===== config.mk =====
export PLATFORM = sky130hd
export DESIGN_NAME = spram_stream_loader_flat
export DESIGN_NICKNAME = d
export VERILOG_FILES = /design/src/rtl/spram_stream_loader_if.sv /design/src/rtl/spram_stream_loader.sv /design/src/flat_wrapper.sv
export SDC_FILE = /design/constraint.sdc
export NUM_CORES = 1
export LEC_CHECK = 0
export ABC_AREA = 1
export CORE_ASPECT_RATIO = 0.7
export CORE_MARGIN = 8
export CORE_UTILIZATION = 40
export CTS_BUF_LIST = sky130_fd_sc_hd__clkbuf_16
export DETAILED_ROUTE_END_ITERATION = 16
export GPL_TIMING_DRIVEN = 0
export PLACE_DENSITY = 0.63
export SETUP_SLACK_MARGIN = 0.3
export SYNTH_ARGS = -nofsm -noshare
export SYNTH_HDL_FRONTEND = slang
export SYNTH_SLANG_ARGS = --single-unit

===== constraint.sdc =====
create_clock -name clk -period 2.2 [get_ports clk]
set_clock_uncertainty 0.15 [all_clocks]
set_input_delay 0.55 -clock clk [delete_from_list [all_inputs] [get_ports clk]]
set_output_delay 0.55 -clock clk [all_outputs]
set_load 0.005 [all_outputs]

===== src/rtl/spram_stream_loader_if.sv =====
// Control, byte-stream and single-port RAM signals of the stream loader.
// master = the loader itself, slave = host/RAM side.
interface spram_stream_loader_if #(
    parameter int ADDR_W = 15
);
    localparam int CNT_W = ADDR_W + 3;

    // transfer control
    logic              start;
    logic              mode;
    logic [ADDR_W-1:0] base_addr;
    logic [CNT_W-1:0]  byte_count;
    logic              busy;
    logic              done;

    // LOAD byte stream in
    logic [7:0]        s_dat;
    logic              s_vld;
    logic              s_rdy;

    // DUMP byte stream out
    logic [7:0]        m_dat;
    logic              m_vld;
    logic              m_rdy;

    // single-port RAM bus
    logic              mem_sel;
    logic              mem_wr_en;
    logic [3:0]        mem_wr_mask;
    logic [ADDR_W-1:0] mem_addr;
    logic [31:0]       mem_wdat;
    logic [31:0]       mem_rdat;

    modport master (
        input  start, mode, base_addr, byte_count,
        input  s_dat, s_vld, m_rdy, mem_rdat,
        output busy, done, s_rdy, m_dat, m_vld,
        output mem_sel, mem_wr_en, mem_wr_mask, mem_addr, mem_wdat
    );

    modport slave (
        output start, mode, base_addr, byte_count,
        output s_dat, s_vld, m_rdy, mem_rdat,
        input  busy, done, s_rdy, m_dat, m_vld,
        input  mem_sel, mem_wr_en, mem_wr_mask, mem_addr, mem_wdat
    );
endinterface


===== src/rtl/spram_stream_loader.sv =====
// Byte stream <-> 32-bit single-port RAM loader (LOAD packs LE words, DUMP unpacks them).
// Latency: one RAM write per 4 bytes plus 1 cycle; DUMP costs 2 cycles of read per word.
// Backpressure: s_rdy only in collect state; m_vld/m_dat held until m_rdy.
module spram_stream_loader #(
    parameter int ADDR_W = 15
) (
    input  logic                  clk,
    input  logic                  reset_i,
    spram_stream_loader_if.master bus
);
    localparam int CNT_W = ADDR_W + 3;

    typedef enum logic [2:0] {
        IDLE, L_COLLECT, L_WRITE, D_READ, D_CAPTURE, D_EMIT, DONE
    } state_t;

    state_t            state;
    logic [ADDR_W-1:0] addr_q;
    logic [CNT_W-1:0]  cnt_q;
    logic [1:0]        idx_q;
    logic [3:0]        mask_q;
    logic [31:0]       data_q;
    logic [31:0]       rd_q;

    logic              busy_q, done_q, s_rdy_q, m_vld_q;
    logic [7:0]        m_dat_q;
    logic              mem_sel_q, mem_we_q;
    logic [3:0]        mem_mask_q;
    logic [31:0]       mem_wdat_q;

    logic [31:0]       data_nx;
    logic [3:0]        mask_nx;
    logic [1:0]        idx_inc;
    logic              last_byte;

    always_comb begin
        data_nx                      = data_q;
        data_nx[{idx_q, 3'b000} +: 8] = bus.s_dat;
        mask_nx                      = mask_q;
        mask_nx[idx_q]               = 1'b1;
        idx_inc                      = idx_q + 2'd1;
        last_byte                    = (idx_q == 2'd3) || (cnt_q == CNT_W'(1));
    end

    always_ff @(posedge clk) begin
        if (reset_i) begin
            state      <= IDLE;
            addr_q     <= '0;
            cnt_q      <= '0;
            idx_q      <= '0;
            mask_q     <= '0;
            data_q     <= '0;
            rd_q       <= '0;
            busy_q     <= 1'b0;
            done_q     <= 1'b0;
            s_rdy_q    <= 1'b0;
            m_vld_q    <= 1'b0;
            m_dat_q    <= '0;
            mem_sel_q  <= 1'b0;
            mem_we_q   <= 1'b0;
            mem_mask_q <= '0;
            mem_wdat_q <= '0;
        end else begin
            // single-cycle strobes default low every cycle
            done_q     <= 1'b0;
            s_rdy_q    <= 1'b0;
            mem_sel_q  <= 1'b0;
            mem_we_q   <= 1'b0;
            mem_mask_q <= '0;
            mem_wdat_q <= '0;

            case (state)
                IDLE: begin
                    if (bus.start) begin
                        addr_q <= bus.base_addr;
                        cnt_q  <= bus.byte_count;
                        idx_q  <= '0;
                        busy_q <= 1'b1;
                        if (bus.byte_count == '0) begin
                            state  <= DONE;
                            done_q <= 1'b1;
                        end else if (!bus.mode) begin
                            state   <= L_COLLECT;
                            s_rdy_q <= 1'b1;
                        end else begin
                            state     <= D_READ;
                            mem_sel_q <= 1'b1;
                        end
                    end
                end

                L_COLLECT: begin
                    s_rdy_q <= 1'b1;
                    if (bus.s_vld && s_rdy_q) begin
                        data_q <= data_nx;
                        mask_q <= mask_nx;
                        cnt_q  <= cnt_q - CNT_W'(1);
                        idx_q  <= idx_inc;
                        if (last_byte) begin
                            state      <= L_WRITE;
                            s_rdy_q    <= 1'b0;
                            mem_sel_q  <= 1'b1;
                            mem_we_q   <= 1'b1;
                            mem_mask_q <= mask_nx;
                            mem_wdat_q <= data_nx;
                        end
                    end
                end

                L_WRITE: begin
                    addr_q <= addr_q + ADDR_W'(1);
                    mask_q <= '0;
                    data_q <= '0;
                    idx_q  <= '0;
                    if (cnt_q == '0) begin
                        state  <= DONE;
                        done_q <= 1'b1;
                    end else begin
                        state   <= L_COLLECT;
                        s_rdy_q <= 1'b1;
                    end
                end

                D_READ: state <= D_CAPTURE;

                // RAM output is only valid this one cycle, so it must be held locally
                D_CAPTURE: begin
                    rd_q    <= bus.mem_rdat;
                    m_dat_q <= bus.mem_rdat[7:0];
                    m_vld_q <= 1'b1;
                    state   <= D_EMIT;
                end

                D_EMIT: begin
                    if (bus.m_rdy) begin
                        cnt_q <= cnt_q - CNT_W'(1);
                        idx_q <= idx_inc;
                        if (last_byte) begin
                            addr_q  <= addr_q + ADDR_W'(1);
                            idx_q   <= '0;
                            m_vld_q <= 1'b0;
                            m_dat_q <= '0;
                            if (cnt_q == CNT_W'(1)) begin
                                state  <= DONE;
                                done_q <= 1'b1;
                            end else begin
                                state     <= D_READ;
                                mem_sel_q <= 1'b1;
                            end
                        end else begin
                            m_dat_q <= rd_q[{idx_inc, 3'b000} +: 8];
                        end
                    end
                end

                DONE: begin
                    state  <= IDLE;
                    busy_q <= 1'b0;
                end

                default: state <= IDLE;
            endcase
        end
    end

    assign bus.busy        = busy_q;
    assign bus.done        = done_q;
    assign bus.s_rdy       = s_rdy_q;
    assign bus.m_vld       = m_vld_q;
    assign bus.m_dat       = m_dat_q;
    assign bus.mem_sel     = mem_sel_q;
    assign bus.mem_wr_en   = mem_we_q;
    assign bus.mem_wr_mask = mem_mask_q;
    assign bus.mem_addr    = addr_q;
    assign bus.mem_wdat    = mem_wdat_q;
endmodule


===== src/flat_wrapper.sv =====
// flat-port wrapper written by rule: the top's interface ports become plain ports
module spram_stream_loader_flat 
#(
    parameter int ADDR_W = 15
)
  (clk, reset_i, bus_start, bus_mode, bus_base_addr, bus_byte_count, bus_s_dat, bus_s_vld, bus_m_rdy, bus_mem_rdat, bus_busy, bus_done, bus_s_rdy, bus_m_dat, bus_m_vld, bus_mem_sel, bus_mem_wr_en, bus_mem_wr_mask, bus_mem_addr, bus_mem_wdat);
  spram_stream_loader_if #(.ADDR_W(ADDR_W)) bus_i ();
  input  logic clk;
  input  logic reset_i;
  input wire logic [$bits(bus_i.start)-1:0] bus_start;
  input wire logic [$bits(bus_i.mode)-1:0] bus_mode;
  input wire logic [$bits(bus_i.base_addr)-1:0] bus_base_addr;
  input wire logic [$bits(bus_i.byte_count)-1:0] bus_byte_count;
  input wire logic [$bits(bus_i.s_dat)-1:0] bus_s_dat;
  input wire logic [$bits(bus_i.s_vld)-1:0] bus_s_vld;
  input wire logic [$bits(bus_i.m_rdy)-1:0] bus_m_rdy;
  input wire logic [$bits(bus_i.mem_rdat)-1:0] bus_mem_rdat;
  output wire logic [$bits(bus_i.busy)-1:0] bus_busy;
  output wire logic [$bits(bus_i.done)-1:0] bus_done;
  output wire logic [$bits(bus_i.s_rdy)-1:0] bus_s_rdy;
  output wire logic [$bits(bus_i.m_dat)-1:0] bus_m_dat;
  output wire logic [$bits(bus_i.m_vld)-1:0] bus_m_vld;
  output wire logic [$bits(bus_i.mem_sel)-1:0] bus_mem_sel;
  output wire logic [$bits(bus_i.mem_wr_en)-1:0] bus_mem_wr_en;
  output wire logic [$bits(bus_i.mem_wr_mask)-1:0] bus_mem_wr_mask;
  output wire logic [$bits(bus_i.mem_addr)-1:0] bus_mem_addr;
  output wire logic [$bits(bus_i.mem_wdat)-1:0] bus_mem_wdat;
  assign bus_i.start = bus_start;
  assign bus_i.mode = bus_mode;
  assign bus_i.base_addr = bus_base_addr;
  assign bus_i.byte_count = bus_byte_count;
  assign bus_i.s_dat = bus_s_dat;
  assign bus_i.s_vld = bus_s_vld;
  assign bus_i.m_rdy = bus_m_rdy;
  assign bus_i.mem_rdat = bus_mem_rdat;
  assign bus_busy = bus_i.busy;
  assign bus_done = bus_i.done;
  assign bus_s_rdy = bus_i.s_rdy;
  assign bus_m_dat = bus_i.m_dat;
  assign bus_m_vld = bus_i.m_vld;
  assign bus_mem_sel = bus_i.mem_sel;
  assign bus_mem_wr_en = bus_i.mem_wr_en;
  assign bus_mem_wr_mask = bus_i.mem_wr_mask;
  assign bus_mem_addr = bus_i.mem_addr;
  assign bus_mem_wdat = bus_i.mem_wdat;
  spram_stream_loader #(.ADDR_W(ADDR_W)) u_core (.clk(clk), .reset_i(reset_i), .bus(bus_i));
endmodule

==> results of run 1 <==
## worst paths after layout
kind	start	slack, ns	end	depth (start not counted)
max	u_core.state[0]	0.32	u_core.bus.mem_addr[13]	10
min	u_core.rd_q[7]	0.31	u_core.rd_q[7]	2
min reg2reg	u_core.rd_q[7]	0.31	u_core.rd_q[7]	2
max reg2reg	u_core.state[0]	0.32	u_core.bus.mem_addr[13]	10
## repair_timing
| action | in CTS | in global routing |
|---|---|---|
| pin swaps | 5 | 23 |
| gates cloned | 0 | 2 |
| endpoints found under the setup margin | 201 | 137 |
| hold buffers | 0 | 0 |
| buffers inserted | 10 | 30 |
| gates resized for setup | 138 | 86 |
## layer usage
metal	share of wire [%]	routed length [um]	vias to the layer above
met2	41	9750	249
met3	7.7	1830	20
li1	-	-	3933
met1	50	12000	3465
met4	1.1	259	0
met5	0	0	-
## worst min-delay path, cell delays in order, from the launching register on
cell	delay [ns]
dfxtp_1	0.29
inv_1	0.06
a21oi_1	0.05
## cells by family after synthesis
group | count (synthesis) | synth area share [%]
DFF | 156 | 42.0
buffers and inverters | 151 | 8.45
xor gates and xnor gates | 5 | 0.589
adders and majority gates | 11 | 1.85
muxes | 2 | 0.269
and+or+nand+nor | 570 | 31.4
AOI/OAI and AO/OA | 201 | 15.4
## report_power, final
group	internal (W)	switching, W
registers	0.00326	0.000391
clock network	0.00169	0.00128
logic	0.00198	0.00288
## metrics by stage
step                      instances  hold slack [ns]  cell area (um^2)
after floorplan                1096            0.280              7460
after global placement         1474            0.297              9180
after detailed placement       1474            0.299              9180
after CTS                      1516            0.309              9980
after global routing           1548            0.328             10500
final                          1548            0.307             10500
## layout make-up
class,count,area (um^2),area share (%)
well taps,236,295,2.82
clock inverters,15,164,1.57
inverters,105,447,4.27
plain buffers,46,315,3.01
clock buffers,17,425,4.07
repair buffers,184,1690,16.1
multi-input cells,789,3950,37.8
flip-flops and latches,156,3170,30.3
## cell usage in the layout (no fill, tap or decap), types with 6 or more instances in the layout
cell type          n
clkbuf_2           6
o21a_1            17
o21ai_0           73
nand4_1           15
ha_1               7
clkdlybuf4s50_1   77
clkbuf_16         18
nand3_1           57
nand2_2            8
dfxtp_4           11
dfxtp_1          137
o211ai_1           6
inv_1             90
buf_6              7
nor2_1           182
a21oi_1           70
buf_4             40
a22o_1             7
dlygate4sd2_1     65
clkbuf_1          16
nor2_4            12
dfxtp_2            8
inv_2              6
nand2_1          258
nor2_2            17
a31oi_1           10
clkbuf_4           8
## sequential cells by signal, summed over array words and instances (netlist names), 3 cells and up
signal,count
u_core.bus.mem_wdat,32
u_core.data_q,32
u_core.rd_q,32
u_core.cnt_q,18
u_core.bus.mem_addr,15
u_core.bus.m_dat,8
u_core.bus.mem_wr_mask,4
u_core.mask_q,4
u_core.state,3
==> impl_metrics.toml, run 1 <==
[route]
antenna_left = 0
routed_wl_mm = 23.8
drc = 0
first_pass_iters = 5
via_per_inst = 4.95
vias = 7667
first_iter_violations = 662
wire_per_inst_um = 15.4

[power_and_ir_drop]
peakVddDrop_uv = 504
leakagePower_nw = 4.56
p_per_area_nw_per_um2 = 1100
total_power_w = 0.0115

[timing]
setup_tns_ns = 0
hold_viol_final = 0
fmax_ghz = 0.532
tightest_slew_ns = 0.781
period_needed_ns = 1.88
drv_slew = 0
grt_setup_unrepaired = "true"
layout_setup_ws_ns = 0.319
finalSetupViolCount = 0
slew_headroom_pct = 47.9
fin_crit_sh_pct = 85.5

[finish]
fin_util_pct = 57.8
fill_cells = 1750
antennaDiodeCount = 0
fin_nets = 1389
drive_gt1_share_pct = 14.9
syn2layout_area_growth_pct = 40.7

[worst_setup_path]
crit_path_max_fanout = 7
worstPathArrival_ns = 2.01
crit_chain = "buf_12 > nor2_4 > nand2_2 > o22ai_4 > nor2_4 > nand2_8 > clkinv_8 > clkbuf_16 > nand2_1 > a21oi_1"
cp_slowest_stage_delay_ns = 0.37
end_kind = "flop"
cpLargestDelayFamily = "simple AND/OR/NAND/NOR gates"
cp_num_buf_inv = 3
worst_path_most_repeated_cell = "nor2_4"
crit_slowest_cell = "dfxtp_4"
critPathKind = "flop to flop"
critPathRequiredTime_ns = 2.33
startpoint_type = "flop"

[logic_synthesis]
ys_top_cells_by_count = "nand2_1 (268), nor2_1 (206), dfxtp_1 (156)"
ys_seq_area_share_pct = 42.0
ys_warn_count = 0
syn-num-nets = 1186
synth.distinct_cells = 40
synth_top_area_share_pct = 42.0
ys_top_cells_by_area = "dfxtp_1 (42%), nand2_1 (14%), nor2_1 (10%)"
yosys.area.top_type = "dfxtp_1"
post-synth-top-count-cell = "nand2_1"
synth_edf_count = 0
synth.avg_cell_area_um2 = 6.78
synthArstFlopShare_pct = 0
netlist_instances = 1096
synth-main-ff-cell = "dfxtp_1"
syn-cell-area_um2 = 7430
ys_seq_elements = 156

[place]
portBuffers = 142
gp_congestion = 0.881
detailed_place_hpwl_mm = 17.6
dp_slack_ns = -0.174

[global_route]
grtUsageTotal_pct = 20.0
top_usage_layer = "met1"
gr-usage-met1_pct = 30.2
grt_overflow_total = 0
antenna_found_initial = 0
use_met3_pct = 5.14
grt_util_met2_pct = 27.7
grt_max_degree = 17
grt_pass1_wl_mm = 37.2
grt_pass1_vias = 7010

[floorplan]
die_area_um2 = 23300
start_util_pct = 41.0
num_io_pins = 144
die_height_um = 130
die_x_um = 179
fp.coreArea_um2 = 18100
rows = 41

[clocking]
clock-sinks = 156
path_clk_slew_ns = 0.07
cts-root-buf = "clkbuf_16"
htreeDepth = 4
cts_tree = "yes"
clk_path_buf_depth = 2
cts_buffers = 17
clk_latency_ns = 0.42

[job]
maxCapViolations = 0

[outcome]
status = "finished, final reports clean"

[hold_path]
hold_class = "flop to flop"
No activity file was read; power rests on OpenSTA's default activity.
==> run 2: changes to the inputs <==
RECOVER_POWER = 25   (was unset)
==> impl_metrics.toml, run 2 (same netlist as run 1, synthesis figures left out) <==
[timing]
fmax_ghz = 0.526
holdWs_ns = 0.307
drv_slew = 0
fin_crit_sh_pct = 86.4
finalSetupViolCount = 0
grt_setup_unrepaired = "true"
setup_tns_ns = 0
hold_viol_final = 0
layout_setup_ws_ns = 0.299
tightest_slew_ns = 0.748
slew_headroom_pct = 50.1
period_needed_ns = 1.90

[place]
portBuffers = 142
gp_congestion = 0.881
dp_slack_ns = -0.174
detailed_place_hpwl_mm = 17.6

[clocking]
cts-root-buf = "clkbuf_16"
cts_tree = "yes"
cts_buffers = 17
clk_path_buf_depth = 2
htreeDepth = 4
path_clk_slew_ns = 0.07
clock-sinks = 156
clk_latency_ns = 0.42

[route]
antenna_left = 0
vias = 7670
routed_wl_mm = 23.8
first_iter_violations = 661
wire_per_inst_um = 15.4
drc = 0
first_pass_iters = 5
via_per_inst = 4.95

[finish]
fill_cells = 1754
antennaDiodeCount = 0
fin_nets = 1389
syn2layout_area_growth_pct = 40.6
most-common-layout-cells = "nand2_1 (259), nor2_1 (182), dfxtp_1 (139)"
drive_gt1_share_pct = 14.6
layout_commonest_cell = "nand2_1"

[job]
maxCapViolations = 0

[global_route]
grtUsageTotal_pct = 20.0
grt_pass1_wl_mm = 37.2
grt_pass1_vias = 7010
grt_overflow_total = 0
grt_max_degree = 17
antenna_found_initial = 0

[power_and_ir_drop]
peakVddDrop_uv = 504
leakagePower_nw = 4.55
p_per_area_nw_per_um2 = 1100

[floorplan]
die_x_um = 179
start_util_pct = 41.0
num_io_pins = 144
rows = 41
fp.coreArea_um2 = 18100
die_height_um = 130
die_area_um2 = 23300

[worst_setup_path]
startpoint = "bus_start"
end_kind = "flop"
critPathRequiredTime_ns = 2.33
reg2reg_to = "u_core.rd_q[6]"
critPathKind = "input port to flop"
startpoint_type = "input port"
rr_startpoint = "u_core.state[0]"
reg2regPathDepth = 7
worstPathArrival_ns = 2.03
crit_path_max_fanout = 7
cp-endpoint = "u_core.bus.mem_addr[13]"
r2r_setup_slack_ns = 0.32

[hold_path]
hold_class = "flop to flop"

[outcome]
status = "finished, final reports clean"
-- run 2: changes by cell type in the layout (fill, tap and decap cells not counted), sizes merged --
cell,before,now
clkdlybuf4s50,77,76
dlygate4sd3,0,1
-- run 2: metrics by stage --
step	instance area, um^2	instances	power, W	utilization (%)
after floorplan	7460	1096	0.00619	-
final	10500	1548	0.0115	57.7
after global routing	10500	1548	0.0122	57.7
after global placement	9180	1474	0.00751	50.7
after CTS	9980	1516	0.0107	55.1
after detailed placement	9180	1474	0.00753	50.7
-- run 2: critical path: stages --
cell,delay [ns]
dlygate4sd3_1,0.60
o22ai_4,0.31
nor2_4,0.10
nand2_8,0.11
clkinv_8,0.08
clkbuf_16,0.16
nand2_1,0.06
a21oi_1,0.05
-- run 2: area by class of cell --
cell class	instances	area, um^2	area share [%]
multi-input cells	789	3950	37.8
flip-flops and latches	156	3170	30.3
repair buffers	184	1690	16.1
inverters	105	447	4.27
clock buffers	17	425	4.07
plain buffers	46	314	3.00
well taps	236	295	2.82
clock inverters	15	164	1.57
-- run 2: routing by layer --
layer  up-vias  track usage (%)  part of all wire [%]
li1       3933                -                     -
met5         -                0                     0
met2       254             27.7                    41
met4         0             4.27                   1.1
met1      3463             30.2                    50
met3        20             5.14                   7.8
-- run 2: report_power, final --
group / internal (W) / switching (W) / total [W] / leakage, nW
Clock: 0.00169 / 0.00127 / 0.00297 / 0.280
Sequential: 0.00325 / 0.000391 / 0.00364 / 1.27
Combinational: 0.00197 / 0.00287 / 0.00484 / 3.00
Total: 0.00692 / 0.00454 / 0.0115 / 4.55
-- run 2: worst min-delay path by stage --
stage               slack, ns                end               from  cells past startpoint
global placement         0.30   u_core.mask_q[2]   u_core.mask_q[2]                      2
floorplan                0.28     u_core.rd_q[7]     u_core.rd_q[7]                      2
CTS                      0.31   u_core.mask_q[3]   u_core.mask_q[3]                      2
global route             0.33  u_core.data_q[10]  u_core.data_q[10]                      2
finish                   0.31     u_core.rd_q[7]     u_core.rd_q[7]                      2
detailed placement       0.30   u_core.mask_q[3]   u_core.mask_q[3]                      2
-- run 2: repair_timing --
| action | in CTS | in global routing |
|---|---|---|
| gates resized for setup | 138 | 86 |
| setup buffers | 10 | 30 |
| pin swaps | 5 | 23 |
| hold buffers | 0 | 0 |
| cloned | 0 | 2 |
| endpoints found under the setup margin | 201 | 137 |
==> run 3: changes to the inputs <==
ABC_AREA = unset   (was 1)
CORE_ASPECT_RATIO = unset   (was 0.7)
==> impl_metrics.toml, run 3 <==
[global_route]
grt_util_met2_pct = 32.3
grt_pass1_wl_mm = 35.5
top_usage_layer = "met2"
antenna_found_initial = 1
grt_max_degree = 17
grtUsageTotal_pct = 19.9
grt_pass1_vias = 6738
grt_overflow_total = 0
use_met3_pct = 5.08
gr-usage-met1_pct = 24.9

[logic_synthesis]
syn-cell-area_um2 = 7140
syn-num-nets = 953
synthArstFlopShare_pct = 0
synth.avg_cell_area_um2 = 8.27
yosys.area.top_type = "dfxtp_1"
synth-main-ff-cell = "dfxtp_1"
ys_top_cells_by_area = "dfxtp_1 (44%), a21oi_1 (8.1%), nand2_1 (6.4%)"
ys_top_cells_by_count = "dfxtp_1 (156), nand2_1 (122), a21oi_1 (116)"
post-synth-top-count-cell = "dfxtp_1"
ys_seq_area_share_pct = 43.7
synth_top_area_share_pct = 43.7
ys_warn_count = 0
synth.distinct_cells = 61
synth_edf_count = 0
ys_seq_elements = 156
netlist_instances = 863

[timing]
grt_setup_unrepaired = "true"
fin_crit_sh_pct = 99.2
tightest_slew_ns = 0.698
slew_headroom_pct = 53.4
period_needed_ns = 2.18
drv_slew = 0
fmax_ghz = 0.458
holdWs_ns = 0.304
finalSetupViolCount = 0
hold_viol_final = 0

[floorplan]
die_area_um2 = 22400
start_util_pct = 40.3
rows = 49
fp.coreArea_um2 = 17700
num_io_pins = 144
die_height_um = 150
die_x_um = 150

[route]
wire_per_inst_um = 17.8
routed_wl_mm = 23.5
via_per_inst = 5.47
first_pass_iters = 5
vias = 7209
first_iter_violations = 482
drc = 0
antenna_left = 0

[worst_setup_path]
r2r_setup_slack_ns = 0.02
reg2reg_to = "u_core.bus.s_rdy"
rr_startpoint = "u_core.cnt_q[10]"
reg2regPathDepth = 7
critPathKind = "flop to flop"
end_kind = "flop"
cp_num_buf_inv = 1
cp_slowest_stage_delay_ns = 0.38
crit_chain = "nor4_4 > nand4b_4 > buf_4 > o21bai_4 > nand3_2 > a221oi_2 > a2111oi_0"
cpLargestDelayFamily = "compound AO/OA/AOI/OAI gates"
worstPathArrival_ns = 2.29
crit_path_max_fanout = 5
startpoint_type = "flop"
crit_slowest_cell = "nor4_4"
critPathRequiredTime_ns = 2.31
cp.depth = 7

[finish]
final_area_um2 = 10900
drive_gt1_share_pct = 26.1
syn2layout_area_growth_pct = 52.3
fin_nets = 1167
most-common-layout-cells = "dfxtp_1 (135), nand2_1 (116), a21oi_1 (100)"
fill_cells = 1538
antennaDiodeCount = 0
layout_commonest_cell = "dfxtp_1"

[power_and_ir_drop]
p_sw_w = 0.00438
p_int_w = 0.00726
total_power_w = 0.0116
switching_share_pct = 37.7
p_clk_share_pct = 26.5
power_frac_comb_pct = 42.4
peakVddDrop_uv = 634
p_per_area_nw_per_um2 = 1070
leakagePower_nw = 4.13
p_seq_share_pct = 31.1

[place]
gp_congestion = 0.896
detailed_place_hpwl_mm = 15.5
post_dp_cell_area_um2 = 8870
portBuffers = 134

[job]
maxCapViolations = 0

[clocking]
cts_buffers = 17
htreeDepth = 4
cts_tree = "yes"
cts-root-buf = "clkbuf_16"
path_clk_slew_ns = 0.06
clk_latency_ns = 0.43
clock-sinks = 156
clk_path_buf_depth = 2

[hold_path]
min_to = "u_core.rd_q[22]"
holdPathStages = 2
hp-start = "u_core.rd_q[22]"
hold_class = "flop to flop"

[outcome]
status = "finished, final reports clean"
[run 3: cell count changes after synthesis, moves of 14 or more]
| cell | delta |
|---|---|
| a211oi_1 | +18 |
| a21oi_1 | +43 |
| a22oi_1 | +42 |
| clkbuf_1 | +14 |
| inv_1 | -87 |
| nand2_1 | -146 |
| nand3_1 | -41 |
| nor2_1 | -109 |
| nor2_2 | +15 |
| nor2b_1 | +34 |
| o21a_1 | -15 |
| o21ai_0 | -49 |
[run 3: how the worst max path moves through the flow]
| stage | start | end | slack, ns |
|---|---|---|---|
| 2_1_floorplan | u_core.cnt_q[10] | u_core.bus.mem_wdat[0] | 0.21 |
| 3_3_place_gp | bus_start | u_core.cnt_q[15] | -0.75 |
| 3_5_place_dp | bus_start | u_core.cnt_q[15] | -0.75 |
| 4_1_cts | u_core.cnt_q[8] | u_core.bus.mem_wdat[21] | 0.03 |
| 5_1_grt | u_core.cnt_q[10] | u_core.bus.s_rdy | 0.02 |
| 6_report | u_core.cnt_q[10] | u_core.bus.s_rdy | 0.02 |
[run 3: metrics by stage]
stage                     utilization [%]  setup TNS (ns)  std cells  setup WS (ns)
after detailed placement             50.1          -55.56       1226         -0.749
after CTS                            57.2               0       1287         0.0328
after global placement               50.1          -57.29       1226         -0.750
after floorplan                         -               0        863          0.210
after global routing                 61.4               0       1319         0.0177
final                                61.4               0       1319         0.0176
[run 3: kinds of logic (layout without fill, tap and decap cells)]
family / count (synthesis) / after routing / synth area share (%)
compound gates: 252 / 252 / 21.8
mux: 8 / 8 / 2.52
simple gates: 361 / 361 / 25.2
xor+xnor: 3 / 3 / 0.368
flops: 156 / 156 / 43.7
fa+ha+maj: 11 / 11 / 1.93
buf+inv: 72 / 299 / 4.43
[run 3: timing repair]
action,CTS,global route
cloned,2,4
setup endpoints to repair,217,151
gates resized for setup,207,135
hold buffers,0,0
pin swaps,37,61
setup buffers,27,28
[run 3: tightest hold or removal path, stage by stage, from the launching register on]
cell     delay [ns]
dfxtp_1        0.31
nand2_1        0.05
a21oi_1        0.05
[run 3: layer usage]
metal	part of all wire [%]	routed length, um
met1	42	9850
met2	48	11300
met3	7.5	1760
met4	2.4	570
met5	0.043	10
[run 3: area by class of cell]
cell class,count,area [um^2],area share [%]
clock inverter,14,165,1.52
timing repair buffer,195,1860,17.1
multi-input combinational,635,4420,40.6
clock buffer,18,450,4.14
inverter,10,47.5,0.437
sequential,156,3170,29.2
tap,229,287,2.63
buffer,62,475,4.37
[run 3: power by group through the flow]
stage / Combinational (W) / Sequential [W] / Clock, W
3_5_place_dp: 0.00333 / 0.00362 / 0
5_1_grt: 0.00528 / 0.00367 / 0.00325
2_1_floorplan: 0.00226 / 0.00354 / 0
6_report: 0.00494 / 0.00362 / 0.00309
4_1_cts: 0.00409 / 0.00360 / 0.00312
3_3_place_gp: 0.00333 / 0.00361 / 0
